File: src/rtl/cpu_run_ctrl_if.sv
// Link between the run controller and the CPU it supervises: the controller
// drives the CPU reset and start PC, the CPU reports its PC and FSM state.
interface cpu_run_ctrl_if #(
  parameter int PC_W = 32
);
  logic            cpu_reset;
  logic [PC_W-1:0] initPC;
  logic [PC_W-1:0] cpu_pc;
  logic [2:0]      cpu_state;

  modport master (
    output cpu_reset,
    output initPC,
    input  cpu_pc,
    input  cpu_state
  );

  modport slave (
    input  cpu_reset,
    input  initPC,
    output cpu_pc,
    output cpu_state
  );
endinterface

File: src/rtl/cpu_run_ctrl.sv
// Run controller for the multicycle CPU: hold-off, reset pulse, bounded run
// with halt/timeout/abort detection, plus a PC trace buffer of fetched PCs.
module cpu_run_ctrl #(
  parameter int         PC_W      = 32,
  parameter int         DEPTH     = 16,
  parameter int         HOLD_CYC  = 10,
  parameter int         PULSE_CYC = 1,
  parameter int         MAX_CYC   = 100,
  parameter int         STALL_LIM = 8,
  parameter logic [2:0] FETCH_ST  = 3'd0,
  parameter bit         WRAP      = 1'b0
) (
  input  logic                     clk,
  input  logic                     reset,
  input  logic                     start,
  input  logic                     abort,
  input  logic [PC_W-1:0]          init_pc_cfg,
  cpu_run_ctrl_if.master           cpu,
  output logic                     busy,
  output logic                     done,
  output logic [1:0]               done_cause,
  output logic [$clog2(DEPTH):0]   trace_cnt,
  output logic                     trace_ovf,
  input  logic [$clog2(DEPTH)-1:0] rd_addr,
  output logic [PC_W-1:0]          rd_data,
  output logic [2:0]               state_dbg
);

  localparam int AW      = $clog2(DEPTH);
  localparam int CW      = AW + 1;
  localparam int PH_MAX  = (HOLD_CYC > PULSE_CYC) ? HOLD_CYC : PULSE_CYC;
  localparam int PHW     = $clog2(PH_MAX + 1);
  localparam int CYW     = $clog2(MAX_CYC + 1);
  localparam int STW     = $clog2(STALL_LIM + 1);

  localparam logic [1:0] CAUSE_NONE    = 2'd0;
  localparam logic [1:0] CAUSE_TIMEOUT = 2'd1;
  localparam logic [1:0] CAUSE_HALT    = 2'd2;
  localparam logic [1:0] CAUSE_ABORT   = 2'd3;

  typedef enum logic [2:0] {
    S_IDLE  = 3'd0,
    S_WAIT  = 3'd1,
    S_PULSE = 3'd2,
    S_RUN   = 3'd3,
    S_DONE  = 3'd4
  } state_t;

  state_t          state_q, state_d;
  logic [PHW-1:0]  ph_cnt_q, ph_cnt_d;
  logic [CYW-1:0]  cyc_cnt_q, cyc_cnt_d;
  logic [STW-1:0]  stall_q, stall_d;
  logic [PC_W-1:0] prev_pc_q, prev_pc_d;
  logic [PC_W-1:0] last_cap_q, last_cap_d;
  logic            have_cap_q, have_cap_d;
  logic [PC_W-1:0] init_pc_q, init_pc_d;
  logic            cpu_reset_q, cpu_reset_d;
  logic [1:0]      cause_q, cause_d;
  logic [CW-1:0]   cnt_q, cnt_d;
  logic [AW-1:0]   base_q, base_d;
  logic            ovf_q, ovf_d;

  logic [PC_W-1:0] buf_q [DEPTH];
  logic            wr_en;
  logic [AW-1:0]   wr_idx;
  logic [AW-1:0]   rd_idx;
  logic            capture;
  logic            pc_moved;

  // A fetch is captured only when its PC differs from the previous capture,
  // so a CPU parked in fetch (or looping on one PC) adds a single entry.
  assign capture  = (state_q == S_RUN) && (cpu.cpu_state == FETCH_ST) &&
                    (!have_cap_q || (cpu.cpu_pc != last_cap_q));
  assign pc_moved = (cpu.cpu_pc != prev_pc_q);

  always_comb begin
    state_d     = state_q;
    ph_cnt_d    = ph_cnt_q;
    cyc_cnt_d   = cyc_cnt_q;
    stall_d     = stall_q;
    prev_pc_d   = cpu.cpu_pc;
    last_cap_d  = last_cap_q;
    have_cap_d  = have_cap_q;
    init_pc_d   = init_pc_q;
    cpu_reset_d = cpu_reset_q;
    cause_d     = cause_q;
    cnt_d       = cnt_q;
    base_d      = base_q;
    ovf_d       = ovf_q;
    wr_en       = 1'b0;
    wr_idx      = base_q + cnt_q[AW-1:0];

    case (state_q)
      S_IDLE, S_DONE: begin
        if (start) begin
          state_d    = S_WAIT;
          init_pc_d  = init_pc_cfg;
          cnt_d      = '0;
          base_d     = '0;
          ovf_d      = 1'b0;
          cause_d    = CAUSE_NONE;
          have_cap_d = 1'b0;
          ph_cnt_d   = '0;
          cyc_cnt_d  = '0;
          stall_d    = '0;
        end
      end

      S_WAIT: begin
        if (abort) begin
          state_d = S_DONE;
          cause_d = CAUSE_ABORT;
        end else if (ph_cnt_q == PHW'(HOLD_CYC - 1)) begin
          state_d     = S_PULSE;
          ph_cnt_d    = '0;
          cpu_reset_d = 1'b1;
        end else begin
          ph_cnt_d = ph_cnt_q + 1'b1;
        end
      end

      S_PULSE: begin
        if (abort) begin
          state_d     = S_DONE;
          cause_d     = CAUSE_ABORT;
          cpu_reset_d = 1'b0;
        end else if (ph_cnt_q == PHW'(PULSE_CYC - 1)) begin
          state_d     = S_RUN;
          ph_cnt_d    = '0;
          cpu_reset_d = 1'b0;
        end else begin
          ph_cnt_d = ph_cnt_q + 1'b1;
        end
      end

      S_RUN: begin
        cyc_cnt_d = cyc_cnt_q + 1'b1;
        if (pc_moved) begin
          stall_d = '0;
        end else if (stall_q != STW'(STALL_LIM)) begin
          stall_d = stall_q + 1'b1;
        end

        if (capture) begin
          have_cap_d = 1'b1;
          last_cap_d = cpu.cpu_pc;
          if (cnt_q != CW'(DEPTH)) begin
            wr_en = 1'b1;
            cnt_d = cnt_q + 1'b1;
          end else begin
            ovf_d = 1'b1;
            if (WRAP) begin
              // Full ring: overwrite the oldest slot and slide the read base.
              wr_en  = 1'b1;
              wr_idx = base_q;
              base_d = base_q + 1'b1;
            end
          end
        end

        if (abort) begin
          state_d = S_DONE;
          cause_d = CAUSE_ABORT;
        end else if (stall_d == STW'(STALL_LIM)) begin
          state_d = S_DONE;
          cause_d = CAUSE_HALT;
        end else if (cyc_cnt_d == CYW'(MAX_CYC)) begin
          state_d = S_DONE;
          cause_d = CAUSE_TIMEOUT;
        end
      end

      default: begin
        state_d     = S_IDLE;
        cpu_reset_d = 1'b0;
      end
    endcase
  end

  always_ff @(posedge clk or negedge reset) begin
    if (!reset) begin
      state_q     <= S_IDLE;
      ph_cnt_q    <= '0;
      cyc_cnt_q   <= '0;
      stall_q     <= '0;
      prev_pc_q   <= '0;
      last_cap_q  <= '0;
      have_cap_q  <= 1'b0;
      init_pc_q   <= '0;
      cpu_reset_q <= 1'b0;
      cause_q     <= CAUSE_NONE;
      cnt_q       <= '0;
      base_q      <= '0;
      ovf_q       <= 1'b0;
    end else begin
      state_q     <= state_d;
      ph_cnt_q    <= ph_cnt_d;
      cyc_cnt_q   <= cyc_cnt_d;
      stall_q     <= stall_d;
      prev_pc_q   <= prev_pc_d;
      last_cap_q  <= last_cap_d;
      have_cap_q  <= have_cap_d;
      init_pc_q   <= init_pc_d;
      cpu_reset_q <= cpu_reset_d;
      cause_q     <= cause_d;
      cnt_q       <= cnt_d;
      base_q      <= base_d;
      ovf_q       <= ovf_d;
    end
  end

  // Trace storage carries no reset; entries past trace_cnt are never meaningful.
  always_ff @(posedge clk) begin
    if (wr_en) begin
      buf_q[wr_idx] <= cpu.cpu_pc;
    end
  end

  assign rd_idx        = base_q + rd_addr;
  assign rd_data       = buf_q[rd_idx];
  assign cpu.cpu_reset = cpu_reset_q;
  assign cpu.initPC    = init_pc_q;
  assign busy          = (state_q == S_WAIT) || (state_q == S_PULSE) || (state_q == S_RUN);
  assign done          = (state_q == S_DONE);
  assign done_cause    = cause_q;
  assign trace_cnt     = cnt_q;
  assign trace_ovf     = ovf_q;
  assign state_dbg     = state_q;

endmodule

File: src/flat_wrapper.sv
// flat-port wrapper written by rule: the top's interface ports become plain ports
module cpu_run_ctrl_flat 
#(
  parameter int         PC_W      = 32,
  parameter int         DEPTH     = 16,
  parameter int         HOLD_CYC  = 10,
  parameter int         PULSE_CYC = 1,
  parameter int         MAX_CYC   = 100,
  parameter int         STALL_LIM = 8,
  parameter logic [2:0] FETCH_ST  = 3'd0,
  parameter bit         WRAP      = 1'b0
)
  (clk, reset, start, abort, init_pc_cfg, busy, done, done_cause, trace_cnt, trace_ovf, rd_addr, rd_data, state_dbg, cpu_cpu_reset, cpu_initPC, cpu_cpu_pc, cpu_cpu_state);
  cpu_run_ctrl_if #(.PC_W(PC_W)) cpu_i ();
  input  logic clk;
  input  logic reset;
  input  logic start;
  input  logic abort;
  input  logic [PC_W-1:0] init_pc_cfg;
  output logic busy;
  output logic done;
  output logic [1:0] done_cause;
  output logic [$clog2(DEPTH):0] trace_cnt;
  output logic trace_ovf;
  input  logic [$clog2(DEPTH)-1:0] rd_addr;
  output logic [PC_W-1:0] rd_data;
  output logic [2:0] state_dbg;
  output wire logic [$bits(cpu_i.cpu_reset)-1:0] cpu_cpu_reset;
  output wire logic [$bits(cpu_i.initPC)-1:0] cpu_initPC;
  input wire logic [$bits(cpu_i.cpu_pc)-1:0] cpu_cpu_pc;
  input wire logic [$bits(cpu_i.cpu_state)-1:0] cpu_cpu_state;
  assign cpu_cpu_reset = cpu_i.cpu_reset;
  assign cpu_initPC = cpu_i.initPC;
  assign cpu_i.cpu_pc = cpu_cpu_pc;
  assign cpu_i.cpu_state = cpu_cpu_state;
  cpu_run_ctrl #(.PC_W(PC_W), .DEPTH(DEPTH), .HOLD_CYC(HOLD_CYC), .PULSE_CYC(PULSE_CYC), .MAX_CYC(MAX_CYC), .STALL_LIM(STALL_LIM), .FETCH_ST(FETCH_ST), .WRAP(WRAP)) u_core (.clk(clk), .reset(reset), .start(start), .abort(abort), .init_pc_cfg(init_pc_cfg), .cpu(cpu_i), .busy(busy), .done(done), .done_cause(done_cause), .trace_cnt(trace_cnt), .trace_ovf(trace_ovf), .rd_addr(rd_addr), .rd_data(rd_data), .state_dbg(state_dbg));
endmodule
File: config.mk
export PLATFORM = sky130hd
export DESIGN_NAME = cpu_run_ctrl_flat
export DESIGN_NICKNAME = d
export VERILOG_FILES = /design/src/rtl/cpu_run_ctrl_if.sv /design/src/rtl/cpu_run_ctrl.sv /design/src/flat_wrapper.sv
export SDC_FILE = /design/constraint.sdc
export NUM_CORES = 1
export LEC_CHECK = 0
export ABC_AREA = 1
export ABC_CLOCK_PERIOD_IN_PS = 3500
export BUFFER_PORTS_ARGS = -buffer_cell sky130_fd_sc_hd__buf_2
export CAP_MARGIN = 20
export CORE_ASPECT_RATIO = 0.7
export CORE_MARGIN = 2
export CORE_UTILIZATION = 40
export CTS_CLUSTER_SIZE = 24
export DETAILED_ROUTE_END_ITERATION = 8
export MAX_ROUTING_LAYER = met4
export PLACE_DENSITY_LB_ADDON = 0.15
export SLEW_MARGIN = 5
export SYNTH_ARGS = -nofsm -noshare
export SYNTH_HDL_FRONTEND = slang
export SYNTH_SLANG_ARGS = --single-unit
File: constraint.sdc
create_clock -name clk -period 3.5 [get_ports clk]
set_input_delay 0.35 -clock clk [delete_from_list [all_inputs] [get_ports clk]]
set_output_delay 0.35 -clock clk [all_outputs]
set_load 0.02 [all_outputs]
# After elaboration in Yosys (flattened, before gate mapping)
# Memory sizes are Yosys's and may differ from the RTL's.
# Cells that the tools add are included.
[word_totals] ramBits=512 memories=1 register_bits=124 out_inout_bits=78
[mem_list] memory="u_core.buf_q" depth=16 width=32 read_ports=1 rd_ports_with_merged_regs=0 write_ports=1 line="cpu_run_ctrl.sv:63" rtl="logic [PC_W-1:0] buf_q [DEPTH];"
[op_classes] n_reduce_logical=25 eq_ne=22 n_mux=47 addsub=4 n_bitwise=1
[op_table] op="$ne 32x32->1" count=2
[op_table] op="$mux 4" count=8
[op_table] op="$mux 3" count=8
[op_table] op="$reduce_and 4->1" count=6
[op_table] op="$mux 5" count=3
[op_table] op="$pmux 7 s2" count=1
[op_table] op="$mux 1" count=13
[op_table] op="$pmux 3 s4" count=1
[op_table] op="$pmux 4 s3" count=1
[op_table] op="$mux 2" count=5
[op_table] op="$ne 2x2->1 const B" count=5
[op_table] op="$pmux 5 s2" count=1
[op_table] op="$add 4x1->4 const B" count=2
[op_table] op="$eq 4x4->1 const B" count=2
[op_table] op="$ne 4x4->1 const B" count=2
[op_table] op="$pmux 4 s2" count=1
[op_table] op="$add 7x1->7 const B" count=1
[op_table] op="$eq 7x7->1 const B" count=1
[op_table] op="$mux 7" count=1
[op_table] op="$eq 3x2->1 const B" count=2
[op_table] op="$logic_not 3->1" count=2
[op_table] op="$ne 2x1->1 const B" count=3
[op_table] op="$ne 3x2->1 const B" count=2
[op_table] op="$pmux 2 s3" count=1
[op_table] op="17 further kinds" count=25

# Logic depth before layout (Yosys ltp)
[depth] word_depth=8 ltp_mapped=13

# Worst setup path after synthesis
# OpenSTA, ideal clock, no wires.
[synth_timing] path_type="register -> register" start="reg u_core.state_q[1], in the netlist u_core.state_dbg[1]" end="mem u_core.buf_q[0][0], enable pin" arrival_ns=2.792 setup_time_ns=0.421 t_required_ns=3.079 setup_slack_ns=0.287 path_buffers=0 path_stages_with_launch=9 path_cell_list="dfrtp_1 > inv_2 > nor3_4 > inv_2 > nor4_4 > nand3_1 > inv_2 > nand2_1 > nor2_1"
[synth_between] elab_chain_cells=7
[synth_lines] item="start, declared" line="cpu_run_ctrl.sv:49" rtl="state_t state_q, state_d;"
[synth_lines] item="start signal, assigned" line="cpu_run_ctrl.sv:196" rtl="state_q <= state_d;"
[synth_lines] item="$eq 3x2->1 (*)" line="cpu_run_ctrl.sv:72, cpu_run_ctrl.sv:93"
[synth_lines] item="$logic_and 1x1->1 (2 in a row)" line="cpu_run_ctrl.sv:72" rtl="assign capture = (state_q == S_RUN) && (cpu.cpu_state == FETCH_ST) &&"
[synth_lines] item="$mux 1" line="cpu_run_ctrl.sv:144" rtl="if (capture) begin"
[synth_lines] item="$mux 1 (*)" line="cpu_run_ctrl.sv:93" rtl="case (state_q)"
[synth_lines] item="$mux 1 (*)" line="cpu_run_ctrl.sv:214" rtl="if (wr_en) begin"
[synth_lines] item="$mux 1 (implied by the code) (*)" line="cpu_run_ctrl.sv:215" rtl="buf_q[wr_idx] <= cpu.cpu_pc;"
[synth_lines] item="end, declared" line="cpu_run_ctrl.sv:63"
# Mark *: on every way between the ends. The rest lies on a longest branch, timed or not.

# Worst setup path in the final report
[layout_timing] start="reg u_core.last_cap_q[8]" end="mem u_core.buf_q[12][0], enable pin"
[layout_between] elab_chain_cells=7
[layout_lines] item="start, declared" line="cpu_run_ctrl.sv:54" rtl="logic [PC_W-1:0] last_cap_q, last_cap_d;"
[layout_lines] item="start signal, assigned" line="cpu_run_ctrl.sv:201" rtl="last_cap_q <= last_cap_d;"
[layout_lines] item="$ne 32x32->1" line="cpu_run_ctrl.sv:73" rtl="(!have_cap_q || (cpu.cpu_pc != last_cap_q));"
[layout_lines] item="$logic_or 1x1->1" line="cpu_run_ctrl.sv:73"
[layout_lines] item="$logic_and 1x1->1" line="cpu_run_ctrl.sv:72"
[layout_lines] item="$mux 1" line="cpu_run_ctrl.sv:144"
[layout_lines] item="$mux 1" line="cpu_run_ctrl.sv:93"
[layout_lines] item="$mux 1" line="cpu_run_ctrl.sv:214"
[layout_lines] item="$mux 1 (implied by the code)" line="cpu_run_ctrl.sv:215"
# No other way between the ends.

==> reports/metrics.yaml <==
routing:
  dr.pass1.iters: 5
  vias: 16460
  drc: 0
  avgViaCountPerCell: 5.208
  wl_mm: 70.25
  wl_per_cell_um: 22.22
  drt_first_iter_violations: 1579
  antenna_left: 0
clock_tree:
  cts_buffers: 61
  cts.clk_slew.worst_paths_ns: 0.06
  postCtsSetupRepairBufs: 0
  holdBufCountCts: 43
  clock_latency_ns: 0.64
  htreeDepth: 2
  post_cts_resized: 0
  clockBufferDepth: 3
  ctsRootBufferMaster: "clkbuf_16"
  clock-sinks: 636
  tritoncts: "done"
grt:
  grt_pass1_wl_mm: 102.8
  track_usage: 0.2133
  antenna_found_initial: 5
  grt_overflow: 0
  grt.met3_usage: 0.03625
  grt_max_degree: 95
  grtUsageMet1: 0.3196
  grt_busiest_layer: "met1"
  grt_pass1_vias: 15820
  grt_use_met2: 0.3033
worst_hold_path:
  min_from: "cpu_cpu_pc[0]"
  hold_path_class: "in -> reg"
setup_path:
  cp_max_fo: 17
  crit_top_cell: "nand2_1"
  crit_start: "u_core.last_cap_q[8]"
  r2r-end: "u_core.buf_q[12][0]"
  setup.worst_path.start_class: "register"
  cp.required_ns: 3.84
  critPathCaptureType: "register"
  r2r_start: "u_core.last_cap_q[8]"
  reg2reg_slack_ns: 0.59
  cp_slowest_cell: "nor2_4"
  path_cells: "xnor2_1 > nand2_1 > nor2_1 > nand2_1 > nor2_1 > nand3_1 > nand3_1 > inv_2 > nand2_1 > nor2_4 > buf_12"
  crit_type: "reg -> reg"
  cpPeakStageDelay_ns: 0.65
  crit_arrival_ns: 3.25
  crit_path_end: "u_core.buf_q[12][0]"
  worst_r2r_path_depth: 11
sta:
  post-route-period-util: 0.8322
  skew_ns: 0.02740
  slew_violations: 0
  setup-violations-final: 0
  rsz0062_at_grt: "false"
  tightest_slew_ns: 0.8920
  fin_tns_setup_ns: 0
  slew_headroom: 0.4053
  hold_violations: 0
  hold-worst-slack_ns: 0.03799
  timing.fmax_mhz: 343.3
  period_needed_ns: 2.913
logic_synthesis:
  synthFlopType: "edfxtp_1"
  async_flop_share: 0.1950
  synth_seq_cells: 636
  synth_area_leader_cell: "edfxtp_1"
  syn_area_per_cell_um2: 13.15
  synth_cell_types: 37
  synth_fp_nets: 2074
  yosysWarnings: 0
  synth_top_area_share: 0.5879
  synthTopCellsByArea: "edfxtp_1 59%, dfrtp_1 12%, mux2i_1 4.9%, o211ai_1 3.7%, o21ai_0 3.4%"
  synth_edf_count: 512
  synth_cells: 1989
  syn_area_mm2: 0.02615
  ys_seq_area_frac: 0.7065
floorplan:
  die_w_um: 309.6
  fp.dieH_um: 217.9
  core_mm2: 0.06470
  std_cell_rows: 78
  pin_count: 153
  die_area_mm2: 0.06748
  start_util: 0.4042
layout:
  nets: 2312
  fin_area_mm2: 0.03100
  syn_to_final_growth_pct: 18.52
  fin_cells: 3161
  multi_input_area_mm2: 0.006514
  drive_gt1_frac: 0.1760
  fillCellCount: 5718
  regArea_mm2: 0.01848
power:
  power_density_mw_per_mm2: 585.0
  peakVddDrop_v: 0.0004045
  leakagePower_nw: 11.83
run_status:
  status: "finished clean"
place:
  gp_congestion: 0.8522
  dp_cells: 3001
  io_buffers: 152
  hpwl_mm: 44.04
  placed_cell_area_mm2: 0.02855
flow_run:
  maxCapViolCount: 0
cell usage after synthesis, types with 32 or more instances:
library cell	count
mux2i_1	128
nand2_1	220
nor2_1	59
o211ai_1	129
nand3_1	57
a21oi_1	133
clkbuf_1	56
dfrtp_1	124
inv_1	204
o21ai_0	178
mux2_2	32
edfxtp_1	512
worst max-delay path: cells and delay by family (launching register included):
| family | cells | cell delay (ns) |
|---|---|---|
| flip-flops | 1 | 0.47 |
| XOR/XNOR | 1 | 0.16 |
| AND/OR/NAND/NOR | 8 | 1.56 |
| buffers and inverters | 2 | 0.42 |
cell type report:
class	count	share of cell area
repair buffers	277	0.06785
clock buffers	76	0.05268
multi-input cells	1043	0.2101
well taps	880	0.03552
diodes	2	0.0001615
clock inverters	39	0.01219
flip-flops and latches	636	0.5961
inverters	208	0.02535
cell families after synthesis:
family                     Yosys count  synth area share
buffers and inverters              310           0.04913
muxes                              160           0.06277
DFF                                636            0.7065
xor gates and xnor gates            42           0.01406
adders and majority gates           10          0.004784
AOI/OAI and AO/OA                  474            0.1061
and+or+nand+nor                    357           0.05669
per-layer routing:
| metal | up-vias | wire length, um |
|---|---|---|
| met5 | - | 0 |
| met2 | 483 | 30500 |
| met3 | 98 | 4342 |
| li1 | 7629 | - |
| met4 | 0 | 1175 |
| met1 | 8251 | 34230 |
stage by stage:
step | setup slack (ns) | util | power [mW]
after floorplan | 0.2870 | - | 10.59
after global placement | 0.3957 | 0.4403 | 11.56
after detailed placement | 0.3175 | 0.4413 | 11.61
after CTS | 0.5161 | 0.4790 | 18.31
after global routing | 0.4156 | 0.4791 | 18.87
final | 0.5873 | 0.4791 | 18.13
cells in the final DEF, fill, tap and decap left out, drive strengths merged:
| cell | synthesis | routed |
|---|---|---|
| edfxtp | 512 | 512 |
| buf | 44 | 234 |
| nand2 | 220 | 220 |
| inv | 207 | 209 |
| o21ai | 200 | 200 |
| a21oi | 133 | 133 |
| o211ai | 129 | 129 |
| mux2i | 128 | 128 |
| dfrtp | 124 | 124 |
| clkbuf | 58 | 76 |
| nor2 | 59 | 59 |
| nand3 | 57 | 57 |
| dlygate4sd3 | 0 | 43 |
| mux2 | 32 | 32 |
| xnor2 | 31 | 31 |
| clkinv | 1 | 27 |
| xor2 | 11 | 11 |
| ha | 10 | 10 |
| nand4 | 8 | 8 |
| nor3 | 7 | 7 |
| bufinv | 0 | 6 |
| clkinvlp | 0 | 5 |
| or2 | 4 | 4 |
| o22ai | 3 | 3 |
| o32ai | 3 | 3 |
| diode | 0 | 2 |
| a31oi | 2 | 2 |
| a22o | 2 | 2 |
| nor4 | 1 | 1 |
| nor3b | 1 | 1 |
| a22oi | 1 | 1 |
| o31ai | 1 | 1 |
power by group:
group / internal [mW] / switching (mW) / leakage [nW]
registers: 8.59 / 0.273 / 6.15
clock network: 3.75 / 2.90 / 0.976
logic: 0.956 / 1.66 / 4.70
worst min-delay path by stage:
stage / end / cells after the start / slack [ns]
floorplan: u_core.cpu.cpu_reset / 0 / 0.05
global placement: u_core.cpu.initPC[0] / 1 / 0.44
detailed placement: u_core.cpu.initPC[0] / 1 / 0.44
CTS: u_core.last_cap_q[0] / 3 / 0.003
global route: u_core.last_cap_q[0] / 3 / 0.04
finish: u_core.last_cap_q[0] / 3 / 0.04
registers in the layout, summed over array words and instances, names as in the netlist:
| name | count |
|---|---|
| u_core.last_cap_q | 32 |
| u_core.cpu.initPC | 32 |
| u_core.state_dbg | 3 |
| u_core.cyc_cnt_q | 7 |
| u_core.done_cause | 2 |
| u_core.cpu.cpu_reset | 1 |
| u_core.trace_cnt | 5 |
| u_core.buf_q | 512 |
| u_core.stall_q | 4 |
| u_core.trace_ovf | 1 |
| u_core.prev_pc_q | 32 |
| u_core.have_cap_q | 1 |
| u_core.ph_cnt_q | 4 |
(Power assumes the default switching activity.)
